## src/rtl/restador_seq.sv

```systemverilog
// Multi-cycle unsigned divider using repeated subtraction on one shared subtractor.
// A start in IDLE captures the operands. Quotient and remainder are registered and come with a one-cycle done pulse.
module restador_seq #(
  parameter int N = 4
) (
  input  logic         clk,
  input  logic         rst_n,
  input  logic         start,
  input  logic [N-1:0] a,
  input  logic [N-1:0] b,
  output logic         busy,
  output logic         done,
  output logic         div_by_zero,
  output logic [N-1:0] quotient,
  output logic [N-1:0] remainder
);

  typedef enum logic [1:0] {
    S_IDLE = 2'd0,
    S_SUB  = 2'd1,
    S_DONE = 2'd2
  } state_t;

  state_t       r_state;
  state_t       w_state_nxt;
  logic         r_busy;
  logic         r_done;
  logic         w_busy_nxt;
  logic         w_done_nxt;
  logic         r_dbz;
  logic [N-1:0] r_rem;
  logic [N-1:0] r_q;
  logic [N-1:0] r_div;
  logic [N-1:0] r_quotient;
  logic [N-1:0] r_remainder;
  logic [N:0]   w_diff;
  logic         w_carry;

  // Shared subtractor: rem - div as an add of the inverted divisor. A carry out means rem >= div.
  assign w_diff  = {1'b0, r_rem} + {1'b0, ~r_div} + {{N{1'b0}}, 1'b1};
  assign w_carry = w_diff[N];

  // State register; busy/done are registered from the next state so outputs never glitch.
  // NOTE: sequential state uses non-blocking (<=) so every flop samples pre-edge values.
  always_ff @(posedge clk or negedge rst_n) begin
    if (!rst_n) begin
      r_state <= S_IDLE;
      r_busy  <= 1'b0;
      r_done  <= 1'b0;
    end else begin
      r_state <= w_state_nxt;
      r_busy  <= w_busy_nxt;
      r_done  <= w_done_nxt;
    end
  end

  // NOTE: a default assignment at the top of always_comb prevents inferred latches.
  always_comb begin
    w_state_nxt = r_state;
    unique case (r_state)
      S_IDLE: if (start) w_state_nxt = (b == '0) ? S_DONE : S_SUB;
      S_SUB:  if (!w_carry) w_state_nxt = S_DONE;
      S_DONE: w_state_nxt = S_IDLE;
      default: w_state_nxt = S_IDLE;
    endcase
  end

  always_comb begin
    w_busy_nxt = (w_state_nxt != S_IDLE);
    w_done_nxt = (w_state_nxt == S_DONE);
  end

  // Datapath: capture, iterate and publish the results.
  always_ff @(posedge clk or negedge rst_n) begin
    if (!rst_n) begin
      r_rem       <= '0;
      r_q         <= '0;
      r_div       <= '0;
      r_dbz       <= 1'b0;
      r_quotient  <= '0;
      r_remainder <= '0;
    end else begin
      unique case (r_state)
        S_IDLE: begin
          if (start) begin
            r_div <= b;
            r_dbz <= 1'b0;
            if (b != '0) begin
              r_rem <= a;
              r_q   <= '0;
            end else begin
              r_quotient  <= '1;
              r_remainder <= a;
              r_dbz       <= 1'b1;
            end
          end
        end
        S_SUB: begin
          if (w_carry) begin
            r_rem <= w_diff[N-1:0];
            r_q   <= r_q + {{(N-1){1'b0}}, 1'b1};
          end else begin
            r_quotient  <= r_q;
            r_remainder <= r_rem;
          end
        end
        default: ;
      endcase
    end
  end

  assign busy        = r_busy;
  assign done        = r_done;
  assign div_by_zero = r_dbz;
  assign quotient    = r_quotient;
  assign remainder   = r_remainder;

endmodule

```

## config.mk

```make
export PLATFORM = sky130hd
export DESIGN_NAME = restador_seq
export DESIGN_NICKNAME = d
export VERILOG_FILES = /design/src/rtl/restador_seq.sv
export SDC_FILE = /design/constraint.sdc
export NUM_CORES = 1
export LEC_CHECK = 0
export CORE_ASPECT_RATIO = 1.1
export CORE_MARGIN = 4
export CORE_UTILIZATION = 45
export CTS_CLUSTER_SIZE = 24
export DETAILED_ROUTE_END_ITERATION = 8
export HOLD_SLACK_MARGIN = 0.02
export PLACE_DENSITY = 0.72
export SLEW_MARGIN = 20
export SYNTH_ARGS = -nofsm -noshare
export SYNTH_HDL_FRONTEND = slang
export SYNTH_SLANG_ARGS = --single-unit
```

## constraint.sdc

```tcl
create_clock -name clk -period 2.4 [get_ports clk]
set_input_delay 0.24 -clock clk [delete_from_list [all_inputs] [get_ports clk]]
set_output_delay 0.24 -clock clk [all_outputs]
set_load 0.005 [all_outputs]
```

# Yosys cells after proc, flatten, opt, wreduce, memory -nomap -nowiden

Cells that the tools add are included.

Output and inout bits: 11
Word-level logic and storage cells: 49
Flip-flop bits (word level): 25
Input bits: 11

Bitwise logic cells: 1
Muxes and demuxes: 21
Add/subtract/negate cells: 3
Equal/unequal tests: 7
Reduce and logical (&&, ||, !) cells: 8

Operator list:

| operator                                                               | number |
|---|---|
| 4-bit 2-to-1 mux                                                       | 12 |
| 4-bit one-hot mux with 2 select lines                                  | 4 |
| 2-bit inequality test (second input constant)                          | 5 |
| 4-bit AND reduction                                                    | 2 |
| 2-bit 2-to-1 mux                                                       | 3 |
| 4-bit by 4-bit adder with 5-bit output                                 | 1 |
| 5-bit by 1-bit adder with 5-bit output (second input constant)         | 1 |
| 4-bit by 1-bit adder with 4-bit output (second input constant)         | 1 |
| 4-bit zero test                                                        | 1 |
| 4-bit NOT                                                              | 1 |
| 2-bit one-hot mux with 2 select lines                                  | 1 |
| 2-bit nonzero test                                                     | 2 |
| 4-bit nonzero test                                                     | 1 |
| 2-bit by 1-bit equality test with 1-bit output (second input constant) | 1 |
| 2-bit equality test (second input constant)                            | 1 |
| 2-bit zero test                                                        | 1 |
| 2-bit AND reduction                                                    | 1 |
| 1-bit 2-to-1 mux                                                       | 1 |

# Logic depth before layout (Yosys ltp)

Gate-level depths: netlist of run 1.

Depth in word-level cells: 6
Mapped depth: 7
Gate-level depth less buffers: 7

# Worst setup path before layout of run 1

No wires, ideal clock.

Kind: register to register
Start point: register r_rem[0]
End point: register r_rem[0]
Arrival: 1940 ps
Slack: 335 ps
Clock period less this slack: 2065 ps
Stages on the path, launching flop included: 8
Data required time: 2275 ps
Library setup time: 125 ps
Buffers on the path: 0
Path through: dfrtp_1 -> inv_1 -> ha_1 -> fa_1 -> nand2b_1 -> a211o_4 -> nand2_1 -> mux2_2

Word-level cells in the longest chain between the ends: 4
Elaborated cells on any way between the ends: 6
Classes of those cells: add/sub (2); eq/ne (1); mux (2); reduce/logical (1)

RTL lines:

| item                                                                                          | line | RTL |
|---|---|---|
| start, declared                                                                               | 31   | `logic [N-1:0] r_rem;` |
| start signal, assigned                                                                        | 100  | `r_rem <= w_diff[N-1:0];` |
| 4-bit by 4-bit adder with 5-bit output *                                                      | 40   | `assign w_diff = {1'b0, r_rem} + {1'b0, ~r_div} + {{N{1'b0}}, 1'b1};` |
| 5-bit by 1-bit adder with 5-bit output *                                                      | 40   |  |
| 2-bit inequality test (no source line) or 4-bit 2-to-1 mux (tied branches)                    | n/a  |  |
| 4-bit AND reduction (no source line) or 4-bit one-hot mux with 2 select lines (tied branches) | n/a  |  |

Mark *: on every way between the ends. The rest lies on a longest branch, timed or not. The select of a mux whose other input is x is not followed.
A chain may end at the register's enable or synchronous reset.

# Worst setup path in the final report of run 1

Same ends and word-level chain as after synthesis.

==> results of run 1 <==
synth_stat cells (2+ instances only):
cell and number:
dfrtp_1 25, nand2_1 17, o21ai_0 13, inv_1 7, mux2_2 7, ha_1 5, a21oi_1 4, nand2b_1 4
o22a_1 4, nand3_1 3, nor2_1 3, a31oi_1 2, nor3_1 2, or3_1 2
critical path, cell delays in order (launching register included):
cell      delay (ps)
dfrtp_1          370
inv_1             50
ha_1             210
fa_1             380
nand2b_1         220
a211o_4          380
nand2_1          160
mux2_2           360
through the flow:
stage / instance area, sq um / total power, W
floorplan: 1200 / 0.00143
global placement: 1450 / 0.00176
detailed placement: 1450 / 0.00179
CTS: 1480 / 0.00200
global route: 1480 / 0.00216
finish: 1480 / 0.00198
kinds of logic (layout without fill, tap and decap cells):
| group | after synthesis | count (layout) |
|---|---|---|
| AO/OA/AOI/OAI | 27 | 27 |
| adder cells (fa/ha/maj) | 6 | 6 |
| AND/OR/NAND/NOR | 38 | 38 |
| flip-flops | 25 | 25 |
| buffers and inverters | 9 | 34 |
| multiplexers | 7 | 7 |
cell usage in the layout, fill, tap and decap left out, types with 3 or more instances in the layout:
cell type and count:
o22a_1 4, inv_1 7, a21oi_1 4, o21ai_0 13
clkdlybuf4s50_1 21, ha_1 5, nand2_1 17, dfrtp_1 25
nand2b_1 4, mux2_2 7, nor2_1 3, clkbuf_4 3
nand3_1 3
final timing paths:
check                             from  slack (ps)  cells past startpoint           to
setup / recovery              r_rem[0]         180                      7     r_rem[0]
hold / removal                   rst_n         260                      2   r_state[1]
setup reg to reg              r_rem[0]         180                      7     r_rem[0]
hold reg to reg            quotient[0]         510                      1  quotient[0]
max in group asynchronous        rst_n        1900                      2   r_state[0]
min in group clk                  a[2]         490                      3     r_rem[2]
routing by layer:
layer	global-route usage	routed length [um]
met1	0.194	1090
met2	0.237	1160
met3	0.0331	82
met4	0.0762	44
met5	0	0
state kept, by name (all words and copies together), names as in the netlist:
signal,flops
quotient,4
r_q,4
done,1
r_rem,4
r_div,4
busy,1
div_by_zero,1
r_state,2
remainder,4
area by class of cell:
class	count	area share
well taps	31	0.0263
clock inverters	1	0.00509
flip-flops and latches	25	0.424
clock buffers	3	0.0153
repair buffers	23	0.153
inverters	7	0.0178
multi-input cells	78	0.359
power breakdown:
group | switching, W | internal [W] | leakage [nW]
clock network | 0.000132 | 0.0000638 | 0.0139
registers | 0.000114 | 0.000613 | 0.307
logic | 0.000522 | 0.000532 | 0.324
total | 0.000768 | 0.00121 | 0.645
==> impl_metrics.csv, run 1 <==
group,metric,value,unit
yosys,netlist_instances,112,
placement,dp_hpwl,1810,um
clocking,h-tree-depth,1,
routing,drtIter0Drc,25,
yosys,synth_area,0.00120,sq mm
yosys,netlist-cell-type-count,28,
clocking,cts-root-buf,"clkbuf_4",
clocking,clk_latency,320,ps
clocking,post_cts_buffers,0,
sta,clock.fmax,0.451,GHz
routing,ant_nets,0,
yosys,yosys_warnings,0,
floorplanning,start_util,0.475,
clocking,cts_tree,"yes",
yosys,synth_edf_count,0,
cells_and_area,regArea,626,sq um
yosys,async_reset_ff_frac,1.00,
power_and_ir_drop,leakagePower,0.645,nW
worst_setup_path,start_kind,"flop",
cells_and_area,antenna_cells,0,
worst_setup_path,end_kind,"flop",
placement,pre_cts_ws,204,ps
floorplanning,num_rows,19,
clocking,post_cts_resized,0,
yosys,synthesis.nets,129,
clocking,cts_sinks,25,
routing,avgViaCountPerCell,5.40,
flow_run,maxCapViolations,0,
cells_and_area,post-route-util,0.585,
yosys,avgSynthCellArea,10.7,sq um
routing,remaining_drc_errors,0,
sta,hold_violations,0,
routing,num_vias,908,
clocking,clockBufferDepth,2,
worst_setup_path,required,2630,ps
yosys,synth-seq-cells,25,
cells_and_area,n_fill_cell,231,
routing,wire_per_inst,14.1,um
worst_setup_path,crit_path_max_fanout,8,
sta,min_period,2220,ps
yosys,yosysTopAreaCell,"dfrtp_1",
clocking,cts_hold_buffers,0,
worst_setup_path,arrival,2440,ps
sta,setup_viol_count_final,0,
global_route,overflow,0,
sta,setup_slack,183,ps
routing,wl,2380,um
sta,max_slew_margin,0.613,
floorplanning,io_pins,22,
sta,whs,257,ps
cells_and_area,syn_to_final_growth,23.3,%
floorplanning,dieWidth,57.2,um
yosys,synth_compound_gate_area_share,0.146,
yosys,yosysSeqAreaShare,0.523,
yosys,synthXorXnorAreaFrac,0,
power_and_ir_drop,ir_drop,0.000754,V
clocking,cts_buffers,3,
sta,skew,3.31,ps
yosys,synth_ff_type,"dfrtp_1",
cells_and_area,fin_cells,168,
global_route,grt_pass1_vias,900,
sta,finalMaxSlewViolations,0,
sta,max_slew.worst_pin.slew,580,ps
floorplanning,core_area,0.00252,sq mm
yosys,muxShareOfSynthArea,0.0659,
placement,dp.cells,164,
hold_path,hold_path.class,"in -> async",
sta,rsz0062_at_grt,"false",
global_route,grt_pass1_wl,3970,um
clocking,clk_pin_slew,140,ps
global_route,track_usage,0.149,
run_status,status,"finished, final reports clean",
global_route,grt_max_degree,26,
yosys,synth_simple_gate_area_share,0.161,
floorplanning,die_y,62.1,um
sta,period_share,0.924,
floorplanning,dieArea,0.00355,sq mm
sta,fin_tns_setup,0,ps
cells_and_area,multiInputGateArea,529,sq um
yosys,synth_top_family_by_area,"simple AND/OR/NAND/NOR gates",
cells_and_area,layout-drive-gt1-share,0.131,
yosys,yosys-top-cells-area,"dfrtp_1 52%, mux2_2 6.6%, o21ai_0 5.4%",
power_and_ir_drop,power.density,1340,mW/mm^2
cells_and_area,fin_nets,155,
routing,drtPass1Iterations,4,
worst_setup_path,crit_type,"reg -> reg",
yosys,synth_top_area_frac,0.523,
yosys,synthAdderAreaFrac,0.0690,
placement,port_buffers,21,
placement,place_congestion,0.913,
global_route,antenna_found_initial,0,
Note: power is estimated with default switching activity, not from simulation.
==> inputs of run 2 (changes only) <==
--- a/config.mk
+++ b/config.mk
@@ -11,6 +11,7 @@
 export CTS_CLUSTER_SIZE = 24
 export DETAILED_ROUTE_END_ITERATION = 8
 export HOLD_SLACK_MARGIN = 0.02
+export MAX_ROUTING_LAYER = met4
 export PLACE_DENSITY = 0.72
 export SLEW_MARGIN = 20
 export SYNTH_ARGS = -nofsm -noshare
==> impl_metrics.csv, run 2 (synthesis results as in run 1) <==
group,metric,value,unit
worst_setup_path,start_kind,"flop",
worst_setup_path,r2r-start,"r_rem[0]",
cells_and_area,layout_commonest_cell,"dfrtp_1",
power_and_ir_drop,power.density,1340,mW/mm^2
placement,dpl_cell_area,0.00145,sq mm
worst_setup_path,cp_cell_sequence,"inv_1 -> ha_1 -> fa_1 -> nand2b_1 -> a211o_4 -> nand2_1 -> mux2_2",
routing,num_vias,911,
clocking,post_cts_resized,0,
global_route,track_usage,0.154,
worst_setup_path,critPathCapture,"r_rem[0]",
clocking,cts_sinks,25,
worst_setup_path,worst-path-buf-inv,1,
global_route,grt_pass1_vias,897,
worst_setup_path,end_kind,"flop",
clocking,cts_tree,"yes",
floorplanning,start_util,0.475,
sta,skew,6.51,ps
floorplanning,dieArea,0.00355,sq mm
clocking,post_cts_buffers,0,
cells_and_area,layout_common_cells,"25 x dfrtp_1, 21 x clkdlybuf4s50_1, 17 x nand2_1",
sta,finalMaxSlewViolations,0,
sta,max_slew_margin,0.615,
flow_run,maxCapViolations,0,
clocking,h-tree-depth,1,
placement,place_congestion,0.928,
worst_setup_path,cpLargestDelayFamily,"adder cells",
worst_setup_path,arrival,2440,ps
worst_setup_path,setup.worst_path.start,"r_rem[0]",
global_route,antenna_found_initial,0,
sta,fin_tns_setup,0,ps
worst_setup_path,r2r_setup_slack,180,ps
clocking,clk_pin_slew,140,ps
floorplanning,core_area,0.00252,sq mm
routing,remaining_drc_errors,0,
global_route,grt_pass1_wl,3990,um
placement,dp_hpwl,1810,um
sta,min_period,2220,ps
worst_setup_path,required,2620,ps
floorplanning,die_y,62.1,um
floorplanning,io_pins,22,
cells_and_area,fin_area,0.00148,sq mm
clocking,cts_buffers,3,
power_and_ir_drop,leakagePower,0.645,nW
power_and_ir_drop,total_power,0.00197,W
routing,drtIter0Drc,25,
global_route,grt_max_degree,26,
worst_setup_path,rr_worst_depth,7,
worst_setup_path,worst_path_max_delay_cell,"a211o_4",
sta,whs,255,ps
sta,hold_violations,0,
cells_and_area,layout-drive-gt1-share,0.131,
routing,wire_per_inst,14.1,um
floorplanning,dieWidth,57.2,um
cells_and_area,fin_cells,168,
sta,setup_viol_count_final,0,
placement,port_buffers,21,
hold_path,hold_path.class,"in -> async",
routing,wl,2370,um
worst_setup_path,crit_path_max_fanout,8,
sta,clock.fmax,0.451,GHz
routing,avgViaCountPerCell,5.42,
cells_and_area,fin_nets,155,
worst_setup_path,worstReg2RegEnd,"r_rem[0]",
clocking,clk_latency,330,ps
power_and_ir_drop,ir_drop,0.000756,V
worst_setup_path,crit_cells,7,
sta,period_share,0.924,
clocking,cts-root-buf,"clkbuf_4",
sta,rsz0062_at_grt,"false",
cells_and_area,antenna_cells,0,
clocking,cts_hold_buffers,0,
worst_setup_path,max_stage_delay,380,ps
run_status,status,"finished, final reports clean",
clocking,clockBufferDepth,2,
placement,dp.cells,164,
routing,ant_nets,0,
sta,max_slew.worst_pin.slew,577,ps
floorplanning,num_rows,19,
global_route,overflow,0,
worst_setup_path,crit_type,"reg -> reg",
cells_and_area,syn_to_final_growth,23.3,%
routing,drtPass1Iterations,4,
==> run 2: worst register-to-register path, cell delays in order (launching register included) <==
cell,delay [ps]
dfrtp_1,370
inv_1,60
ha_1,210
fa_1,380
nand2b_1,220
a211o_4,380
nand2_1,160
mux2_2,360
==> run 2: layout make-up <==
class / instances / area (sq um)
Multi-Input combinational cell: 78 / 529
Fill cell: 231 / 1040
Clock inverter: 1 / 7.51
Sequential cell: 25 / 626
Timing Repair Buffer: 23 / 225
Clock buffer: 3 / 22.5
Tap cell: 31 / 38.8
Inverter: 7 / 26.3
==> run 2: through the flow <==
step / setup WS, ps / utilization
after floorplan: 335 / -
after global placement: 256 / 0.573
after detailed placement: 204 / 0.573
after CTS: 180 / 0.585
after global routing: 74.7 / 0.585
final: 183 / 0.585
==> run 2: worst min-delay path by stage <==
stage | slack [ps] | start | cells after the start | endpoint
global placement | 460 | div_by_zero | 2 | div_by_zero
floorplan | -60 | rst_n | 0 | busy
CTS | 250 | rst_n | 2 | r_state[1]
finish | 250 | rst_n | 2 | r_state[1]
detailed placement | 480 | quotient[0] | 1 | quotient[0]
global route | 270 | rst_n | 2 | r_state[1]
==> run 2: metal layers <==
metal | vias to the layer above | part of all wire | global-route usage
li1 | 445 | - | -
met1 | 441 | 0.45 | 0.195
met2 | 21 | 0.48 | 0.237
met3 | 4 | 0.041 | 0.0331
met4 | 0 | 0.019 | 0.0762
met5 | - | 0 | -
==> run 2: power by group <==
| part | switching, W | total, W | internal [W] | leakage, nW |
|---|---|---|---|---|
| logic | 0.000519 | 0.00105 | 0.000531 | 0.324 |
| registers | 0.000115 | 0.000728 | 0.000613 | 0.307 |
| clock network | 0.000132 | 0.000196 | 0.0000638 | 0.0139 |
==> inputs of run 3 (changes only) <==
--- a/config.mk
+++ b/config.mk
@@ -5,6 +5,7 @@
 export SDC_FILE = /design/constraint.sdc
 export NUM_CORES = 1
 export LEC_CHECK = 0
+export ABC_CLOCK_PERIOD_IN_PS = 2400
 export CORE_ASPECT_RATIO = 1.1
 export CORE_MARGIN = 4
 export CORE_UTILIZATION = 45
==> results of run 3 <==
Same layout as run 2: the final DEF is identical, and so are final timing and power.
